`src/rtl/bram_debug_sequencer.sv`:
```
// bram_debug_sequencer
//   Drives the second (debug) port of N_CHAN BRAMs so that memory images can be
//   loaded, dumped and cleared in hardware. It also lets the RV32I core run
//   for a bounded number of cycles. The core is held in reset in every state
//   except RUN.
//
// Ports
//   CPU_CLK, CPU_RST        clock (rising edge), async active-high reset
//   cmd_valid/cmd_ready     command handshake; ready only in IDLE
//   cmd_op                  00 LOAD, 01 DUMP, 10 CLEAR, 11 RUN
//   cmd_chan, cmd_base      target channel and start word index
//   cmd_len                 word count (LOAD/DUMP/CLEAR) or cycle count (RUN)
//   in_valid/in_ready/in_data      LOAD word stream
//   out_valid/out_ready/out_data   DUMP word stream
//   dbg_a2/dbg_wd2/dbg_we2  per-channel byte address, write data, byte enables
//   dbg_rd2                 per-channel read data (1-cycle synchronous read)
//   core_rst                reset to the core, low only in RUN
//   busy                    sequencer not in IDLE
//   err                     sticky command-reject flag, cleared by CPU_RST
//
// States
//   S_IDLE   | waiting for a command
//   S_LOAD   | writing one in_data word per in_valid beat
//   S_D_ADDR | presenting the dump address to the BRAM
//   S_D_WAIT | BRAM read latency cycle
//   S_D_OUT  | out_data holds the read word until out_ready
//   S_CLEAR  | writing zero, one word per cycle
//   S_RUN    | core out of reset, cycle budget counting down

module bram_debug_sequencer #(
    parameter int DATA_W      = 32,
    parameter int ADDR_W      = 32,
    parameter int DEPTH_WORDS = 4096,
    parameter int N_CHAN      = 2,
    parameter int LEN_W       = 32
) (
    input  logic                           CPU_CLK,
    input  logic                           CPU_RST,
    input  logic                           cmd_valid,
    output logic                           cmd_ready,
    input  logic [1:0]                     cmd_op,
    input  logic [$clog2(N_CHAN)-1:0]      cmd_chan,
    input  logic [$clog2(DEPTH_WORDS)-1:0] cmd_base,
    input  logic [LEN_W-1:0]               cmd_len,
    input  logic                           in_valid,
    output logic                           in_ready,
    input  logic [DATA_W-1:0]              in_data,
    output logic                           out_valid,
    input  logic                           out_ready,
    output logic [DATA_W-1:0]              out_data,
    output logic [N_CHAN*ADDR_W-1:0]       dbg_a2,
    output logic [N_CHAN*DATA_W-1:0]       dbg_wd2,
    output logic [N_CHAN*DATA_W/8-1:0]     dbg_we2,
    input  logic [N_CHAN*DATA_W-1:0]       dbg_rd2,
    output logic                           core_rst,
    output logic                           busy,
    output logic                           err
);
    localparam int NB     = DATA_W / 8;
    localparam int CHAN_W = $clog2(N_CHAN);
    localparam int IDX_W  = $clog2(DEPTH_WORDS);
    localparam int SUM_W  = LEN_W + 1;

    localparam logic [1:0] OP_LOAD  = 2'b00;
    localparam logic [1:0] OP_DUMP  = 2'b01;
    localparam logic [1:0] OP_CLEAR = 2'b10;

    typedef enum logic [2:0] {
        S_IDLE, S_LOAD, S_D_ADDR, S_D_WAIT, S_D_OUT, S_CLEAR, S_RUN
    } state_t;

    state_t            state_q, state_d;
    logic [CHAN_W-1:0] chan_q, chan_d;
    logic [IDX_W-1:0]  idx_q, idx_d;
    logic [LEN_W-1:0]  cnt_q, cnt_d;
    logic [DATA_W-1:0] out_data_q, out_data_d;
    logic              err_q, err_d;

    logic [SUM_W-1:0]  end_sum;
    logic              cmd_bad;
    logic              last;
    logic [DATA_W-1:0] rd_sel;
    logic              mem_active;
    logic              write_en;
    logic [DATA_W-1:0] write_data;

    // One extra bit so base+len cannot wrap past the depth check.
    assign end_sum = {1'b0, cmd_len} + SUM_W'(cmd_base);
    assign cmd_bad = (cmd_len == '0) ||
                     ((cmd_op != 2'b11) &&
                      ((int'(cmd_chan) >= N_CHAN) || (end_sum > SUM_W'(DEPTH_WORDS))));
    // cnt_q is the number of words/cycles still to go, including the current one.
    assign last    = (cnt_q == LEN_W'(1));
    assign rd_sel  = dbg_rd2[int'(chan_q)*DATA_W +: DATA_W];

    always_ff @(posedge CPU_CLK or posedge CPU_RST) begin
        if (CPU_RST) begin
            state_q    <= S_IDLE;
            chan_q     <= '0;
            idx_q      <= '0;
            cnt_q      <= '0;
            out_data_q <= '0;
            err_q      <= 1'b0;
        end else begin
            state_q    <= state_d;
            chan_q     <= chan_d;
            idx_q      <= idx_d;
            cnt_q      <= cnt_d;
            out_data_q <= out_data_d;
            err_q      <= err_d;
        end
    end

    always_comb begin
        state_d    = state_q;
        chan_d     = chan_q;
        idx_d      = idx_q;
        cnt_d      = cnt_q;
        out_data_d = out_data_q;
        err_d      = err_q;
        case (state_q)
            S_IDLE: begin
                if (cmd_valid) begin
                    if (cmd_bad) begin
                        err_d = 1'b1;
                    end else begin
                        chan_d = cmd_chan;
                        idx_d  = cmd_base;
                        cnt_d  = cmd_len;
                        case (cmd_op)
                            OP_LOAD:  state_d = S_LOAD;
                            OP_DUMP:  state_d = S_D_ADDR;
                            OP_CLEAR: state_d = S_CLEAR;
                            default:  state_d = S_RUN;
                        endcase
                    end
                end
            end
            S_LOAD: begin
                if (in_valid) begin
                    if (last) begin
                        state_d = S_IDLE;
                    end else begin
                        idx_d = idx_q + IDX_W'(1);
                        cnt_d = cnt_q - LEN_W'(1);
                    end
                end
            end
            S_CLEAR: begin
                if (last) begin
                    state_d = S_IDLE;
                end else begin
                    idx_d = idx_q + IDX_W'(1);
                    cnt_d = cnt_q - LEN_W'(1);
                end
            end
            S_D_ADDR: state_d = S_D_WAIT;
            S_D_WAIT: begin
                out_data_d = rd_sel;
                state_d    = S_D_OUT;
            end
            S_D_OUT: begin
                if (out_ready) begin
                    if (last) begin
                        state_d = S_IDLE;
                    end else begin
                        idx_d   = idx_q + IDX_W'(1);
                        cnt_d   = cnt_q - LEN_W'(1);
                        state_d = S_D_ADDR;
                    end
                end
            end
            S_RUN: begin
                if (last) state_d = S_IDLE;
                else      cnt_d   = cnt_q - LEN_W'(1);
            end
            default: state_d = S_IDLE;
        endcase
    end

    assign cmd_ready = (state_q == S_IDLE);
    assign busy      = (state_q != S_IDLE);
    assign in_ready  = (state_q == S_LOAD);
    assign out_valid = (state_q == S_D_OUT);
    assign core_rst  = (state_q != S_RUN);
    assign out_data  = out_data_q;
    assign err       = err_q;

    assign mem_active = (state_q == S_LOAD) || (state_q == S_CLEAR) ||
                        (state_q == S_D_ADDR) || (state_q == S_D_WAIT) ||
                        (state_q == S_D_OUT);
    assign write_en   = ((state_q == S_LOAD) && in_valid) || (state_q == S_CLEAR);
    assign write_data = (state_q == S_LOAD) ? in_data : '0;

    // Only the selected channel sees any activity; the rest stay at zero.
    always_comb begin
        dbg_a2  = '0;
        dbg_wd2 = '0;
        dbg_we2 = '0;
        for (int c = 0; c < N_CHAN; c++) begin
            if (mem_active && (int'(chan_q) == c)) begin
                dbg_a2[c*ADDR_W +: ADDR_W]  = ADDR_W'(idx_q) * ADDR_W'(NB);
                dbg_wd2[c*DATA_W +: DATA_W] = write_data;
                dbg_we2[c*NB +: NB]         = {NB{write_en}};
            end
        end
    end

endmodule

```
`config.mk`:
```
export PLATFORM = sky130hd
export DESIGN_NAME = bram_debug_sequencer
export DESIGN_NICKNAME = d
export VERILOG_FILES = /design/src/rtl/bram_debug_sequencer.sv
export SDC_FILE = /design/constraint.sdc
export NUM_CORES = 1
export LEC_CHECK = 0
export ABC_CLOCK_PERIOD_IN_PS = 5000
export CAP_MARGIN = 0
export CORE_ASPECT_RATIO = 0.5
export CORE_UTILIZATION = 47
export DETAILED_ROUTE_END_ITERATION = 7
export PLACE_DENSITY_LB_ADDON = 0.25
export SLEW_MARGIN = 20
export SYNTH_ARGS = -nofsm -noshare
export SYNTH_HDL_FRONTEND = slang
export SYNTH_SLANG_ARGS = --single-unit
```
`constraint.sdc`:
```
create_clock -name CPU_CLK -period 5 [get_ports CPU_CLK]
set_input_delay 1.25 -clock CPU_CLK [delete_from_list [all_inputs] [get_ports CPU_CLK]]
set_output_delay 1.25 -clock CPU_CLK [all_outputs]
set_load 0.05 [all_outputs]
```
; After elaboration in Yosys (flattened, before gate mapping)
; Index checks and enable logic that the tools add are counted.
[totals]
ff_bits = 81
in_bits = 148
out_inout_bits = 174
wordCells = 77
[classes]
add_sub_neg = 3
magnitude_cmp = 1
eq_ne = 15
shifts = 1
n_mux = 27
bitwise_logic = 2
reduce_logical = 22
[op_table]
columns = op, count
row1 = 2-to-1 mux 32 bit, 8
row2 = case mux 32 bit (4 select lines), 1
row3 = indexed part select 64 x 7 -> 32 bit, 1
row4 = 2-to-1 mux 12 bit, 5
row5 = case mux 12 bit (4 select lines), 1
row6 = adder 32 x 12 -> 33 bit, 1
row7 = "> comparator 33 x 13 -> 1 bit, second input constant", 1
row8 = "equality test 32 x 1 -> 1 bit, second input constant", 1
row9 = zero test 32 bit, 1
row10 = "subtractor 32 x 1 -> 32 bit, second input constant", 1
row11 = 2-to-1 mux 14 bit, 2
row12 = case mux 3 bit (6 select lines), 1
row13 = 2-to-1 mux 3 bit, 5
row14 = "adder 12 x 1 -> 12 bit, second input constant", 1
row15 = AND reduction 5 bit, 2
row16 = "equality test 3 bit, second input constant", 3
row17 = case mux 3 bit (3 select lines), 1
row18 = 2-to-1 mux 4 bit, 2
row19 = "inequality test 2 bit, second input constant", 4
row20 = nonzero test 4 bit, 2
row21 = "equality test 3 x 2 -> 1 bit, second input constant", 2
row22 = logical OR 1 bit, 6
row23 = AND reduction 3 bit, 2
row24 = logical AND 1 bit, 4
row25 = 12 further kinds, 13

; Logic depth before layout (Yosys ltp)
[logic_depth]
word_depth = 7
mapped_depth = 14
depth_no_buf = 12

; Least setup slack after synthesis
; No wires, ideal clock.
[synth_timing]
path_kind = in2reg
startpoint = input cmd_base[0]
endpoint = register idx_q[6]
setup_time_ns = 0.125
arrival_time_ns = 4.522
required_time_ns = 4.875
slack_ns = 0.353
path_stages = 12
path_buffers = 0
cell_sequence = ha_1 > fa_1 > a211o_1 > a211o_1 > o22ai_1 > o2111ai_1 > a2111oi_2 > o211ai_1 > or4_4 > o21a_4 > a21boi_4 > mux2_4
[synth_between]
elab_chain_cells = 6
[synth_lines]
columns = item, line
row1 = "start, declared", 43  ; input logic [$clog2(DEPTH_WORDS)-1:0] cmd_base,
row2 = adder 32 x 12 -> 33 bit, 88  ; assign end_sum = {1'b0, cmd_len} + SUM_W'(cmd_base);
row3 = > comparator 33 x 13 -> 1 bit, 91  ; ((int'(cmd_chan) >= N_CHAN) || (end_sum > SUM_W'(DEPTH_WORDS))));
row4 = logical AND 1 bit, 90  ; ((cmd_op != 2'b11) &&
row5 = logical OR 1 bit, 89  ; assign cmd_bad = (cmd_len == '0) ||
row6 = inequality test 2 bit (no source line), --
row7 = AND reduction 5 bit (no source line), --
row8 = "end signal, assigned", 107  ; idx_q <= idx_d;
row9 = "end, declared", 74  ; logic [IDX_W-1:0] idx_q, idx_d;
; Every way passes these cells.
; A chain may end at the register's enable or synchronous reset.

; Worst setup path after layout
[layout_timing]
startpoint = input cmd_base[0]
endpoint = register idx_q[1]
; The elaborated chain is that of the path after synthesis.

==> flow_summary.toml <==
[floorplan]
core_mm2 = 0.0147
num_io_pins = 322
die-area_mm2 = 0.0159
rows = 31
die_w_um = 178
chipHeight_um = 89.8
initial_core_util_pct = 49.2

[clock_tree]
htreeDepth = 3
hold_buffers = 0
clk_latency_ps = 350
cts_sinks = 81
tritoncts = "done"
cts_buffers = 9
clkSlewWorstSetupHoldPaths_ps = 70
postCtsSetupBuffers = 0
clockBufferDepth = 2
cts_root_buf = "clkbuf_16"

[route]
num_vias = 8647
viasPerCell = 6.00
dr.pass1.iters = 6
drt_iter0_drc = 1000
ant_nets = 0
wl_per_cell_um = 19.6
totalWireLength_mm = 28.2
drcViolationCount = 0

[grt]
grt.busiest_layer = "met2"
grtUsageMet3_pct = 7.36
grt_max_degree = 66
grtUsageMet2_pct = 55.3
grt_pass1_wl_mm = 43.2
grt_antenna_before_repair = 1
use_met1_pct = 47.9
grt-ovfl-total = 0
grt_use_total_pct = 34.5
grt_pass1_vias = 7844

[finish]
final_common_cell = "clkdlybuf4s50_1"
area_growth_pct = 48.6
multi_input_comb_area_mm2 = 0.00472
fin_cells = 1440
fin_area_mm2 = 0.0108
layout_common_cells = "280 x clkdlybuf4s50_1, 81 x nand2_1, 80 x and3_1, 80 x dfrtp_1, 79 x nor2_1"
drive_above_1_share_pct = 9.75
nNetsFinal = 1400
fill_cells = 1166
register_area_mm2 = 0.00203

[critical_path]
worstPathCellList = "clkdlybuf4s50_1, ha_1, fa_2, a211o_1, a211o_1, o22ai_1, o2111ai_1, a2111oi_2, o211ai_1, or4_4, o21a_4, a21boi_4, mux2_4"
worst-path-max-fanout = 3
slowest_delay_ps = 520
crit_top_cell = "a211o_1"
reg2reg_to = "cnt_q[14]"
worstReg2RegStart = "cnt_q[8]"
r2r_slack_ps = 1750
worstSetupEndpointType = "register"
r2r_cells = 10
critPathRequiredTime_ps = 5220
worstPathArrival_ps = 5140
critPathKind = "primary input to register"
cp_slowest_cell = "or4_4"
critPathLaunchType = "primary input"

[logic_synthesis]
yosysSeqAreaShare_pct = 28.0
synth-main-ff-cell = "dfrtp_1"
synth-seq-cells = 81
synth_cell_types = 75
yosys.area.top_type_share_pct = 28.0
synth_top_area_cell = "dfrtp_1"
netlist_instances = 941
synth_edf_count = 0
ys_async_sr_fraction_pct = 100
netlist_area_mm2 = 0.00725
synth_warnings = 0
synth_area_leaders = "dfrtp_1 28%, and3_1 6.9%, a21oi_1 5.0%"
avgSynthCellArea_um2 = 7.70

[placement]
hpwl_mm = 21.8
dpl_cell_area_mm2 = 0.0104
portBuffers = 281
gp_congestion = 0.925
dp_cells = 1423

[job]
maxCapViolCount = 0

[timing]
period_share_pct = 98.3
min_period_ps = 4910
worst_slew_pin_slew_ps = 980
max_freq_ghz = 0.203
finClkSkew_ps = 15.1
whs_ps = 477
setup_viol = 0
maxSlewViolCount = 0
setup_tns_ps = 0
hold_viol_final = 0
relSlewSlack_pct = 34.7
rsz0062_at_grt = "no"

[pwr]
totalPowerFinal_mw = 6.65
ir_worst_vdd_uv = 393
p_leak_nw = 4.65
pwr_density_cell_mw_per_mm2 = 618

[min_path]
hold_path_end = "out_data[26]"
hold_path.class = "register to register"
hold_depth = 2
holdCritStartpoint = "out_data[26]"

[outcome]
outcome = "completed"
[flip-flops by register name, summed over array words and instances (netlist names)]
name	count
chan_q	1
cnt_q	32
err	1
idx_q	12
out_data	32
state_q	3
[cell usage after synthesis (7+ instances only)]
master and n:
nor4_1 20, dfrtp_1 81, and2_1 25, a21o_1 9, nand2_1 81, nand3_1 20
inv_1 22, clkbuf_1 52, xor2_1 8, o21ai_0 55, a211o_1 7, mux2i_1 36
ha_1 15, a31oi_1 30, a21oi_1 72, a22oi_1 7, nand4_1 18, o211ai_1 14
nor3_1 22, o22ai_1 7, buf_4 46, o22a_1 23, and3_1 80, buf_2 8
nor2_1 82
[per-stage QoR]
stage          util, %  setup WS (ps)
6_report          73.1           85.6
5_1_grt           73.1           1.11
4_1_cts           72.9           6.02
3_5_place_dp      70.8           -457
3_3_place_gp      70.8           -342
2_1_floorplan        -            353
[power by group]
part           switching, mW  internal, mW
clock network          0.299         0.408
registers              0.331         0.983
logic                   3.02          1.61
[layout make-up]
type	count	share of cell area, %
Multi-Input combinational cell	767	43.8
Clock buffer	10	2.22
Antenna cell	1	0.0232
Inverter	23	0.813
Timing Repair Buffer	354	31.3
Clock inverter	6	0.674
Tap cell	198	2.30
Sequential cell	81	18.8
[layer usage]
layer | part of all wire, % | wire, um
met4 | 1.6 | 450
met1 | 42 | 12000
met5 | 0 | 0
met2 | 46 | 13000
met3 | 9.8 | 2770
[worst max-delay path: cells and delay by family]
kind,cells,cell delay (ps)
multiplexers,1,330
AND/OR/NAND/NOR,1,520
adder cells (fa/ha/maj),2,610
AO/OA/AOI/OAI,8,1980
buffers and inverters,1,440
[worst max path at each step]
stage | from | to | slack (ps) | cells after the start
2_1_floorplan | cmd_base[0] | idx_q[6] | 350 | 12
3_3_place_gp | cmd_len[0] | idx_q[6] | -340 | 13
3_5_place_dp | cmd_len[0] | idx_q[1] | -460 | 13
4_1_cts | cmd_base[0] | idx_q[1] | 6 | 13
5_1_grt | cmd_base[0] | idx_q[1] | 1 | 13
6_report | cmd_base[0] | idx_q[1] | 90 | 13
[repair_timing]
| item | CTS | global route |
|---|---|---|
| setup endpoints to repair | 10 | 46 |
| gates resized for setup | 1 | 6 |
| pin swaps | 1 | 4 |
[cells by family (layout without fill, tap and decap cells)]
| family | Yosys count | after routing | share of synthesized area [%] |
|---|---|---|---|
| buf+inv | 132 | 393 | 9.38 |
| simple gates | 380 | 380 | 27.0 |
| xor+xnor | 12 | 12 | 1.45 |
| mux | 41 | 41 | 5.85 |
| other cells | 1 | 41 | 0.0518 |
| compound gates | 278 | 278 | 25.4 |
| fa+ha+maj | 16 | 16 | 2.87 |
| flops | 81 | 81 | 28.0 |
Power figures use the tool's default switching activity.
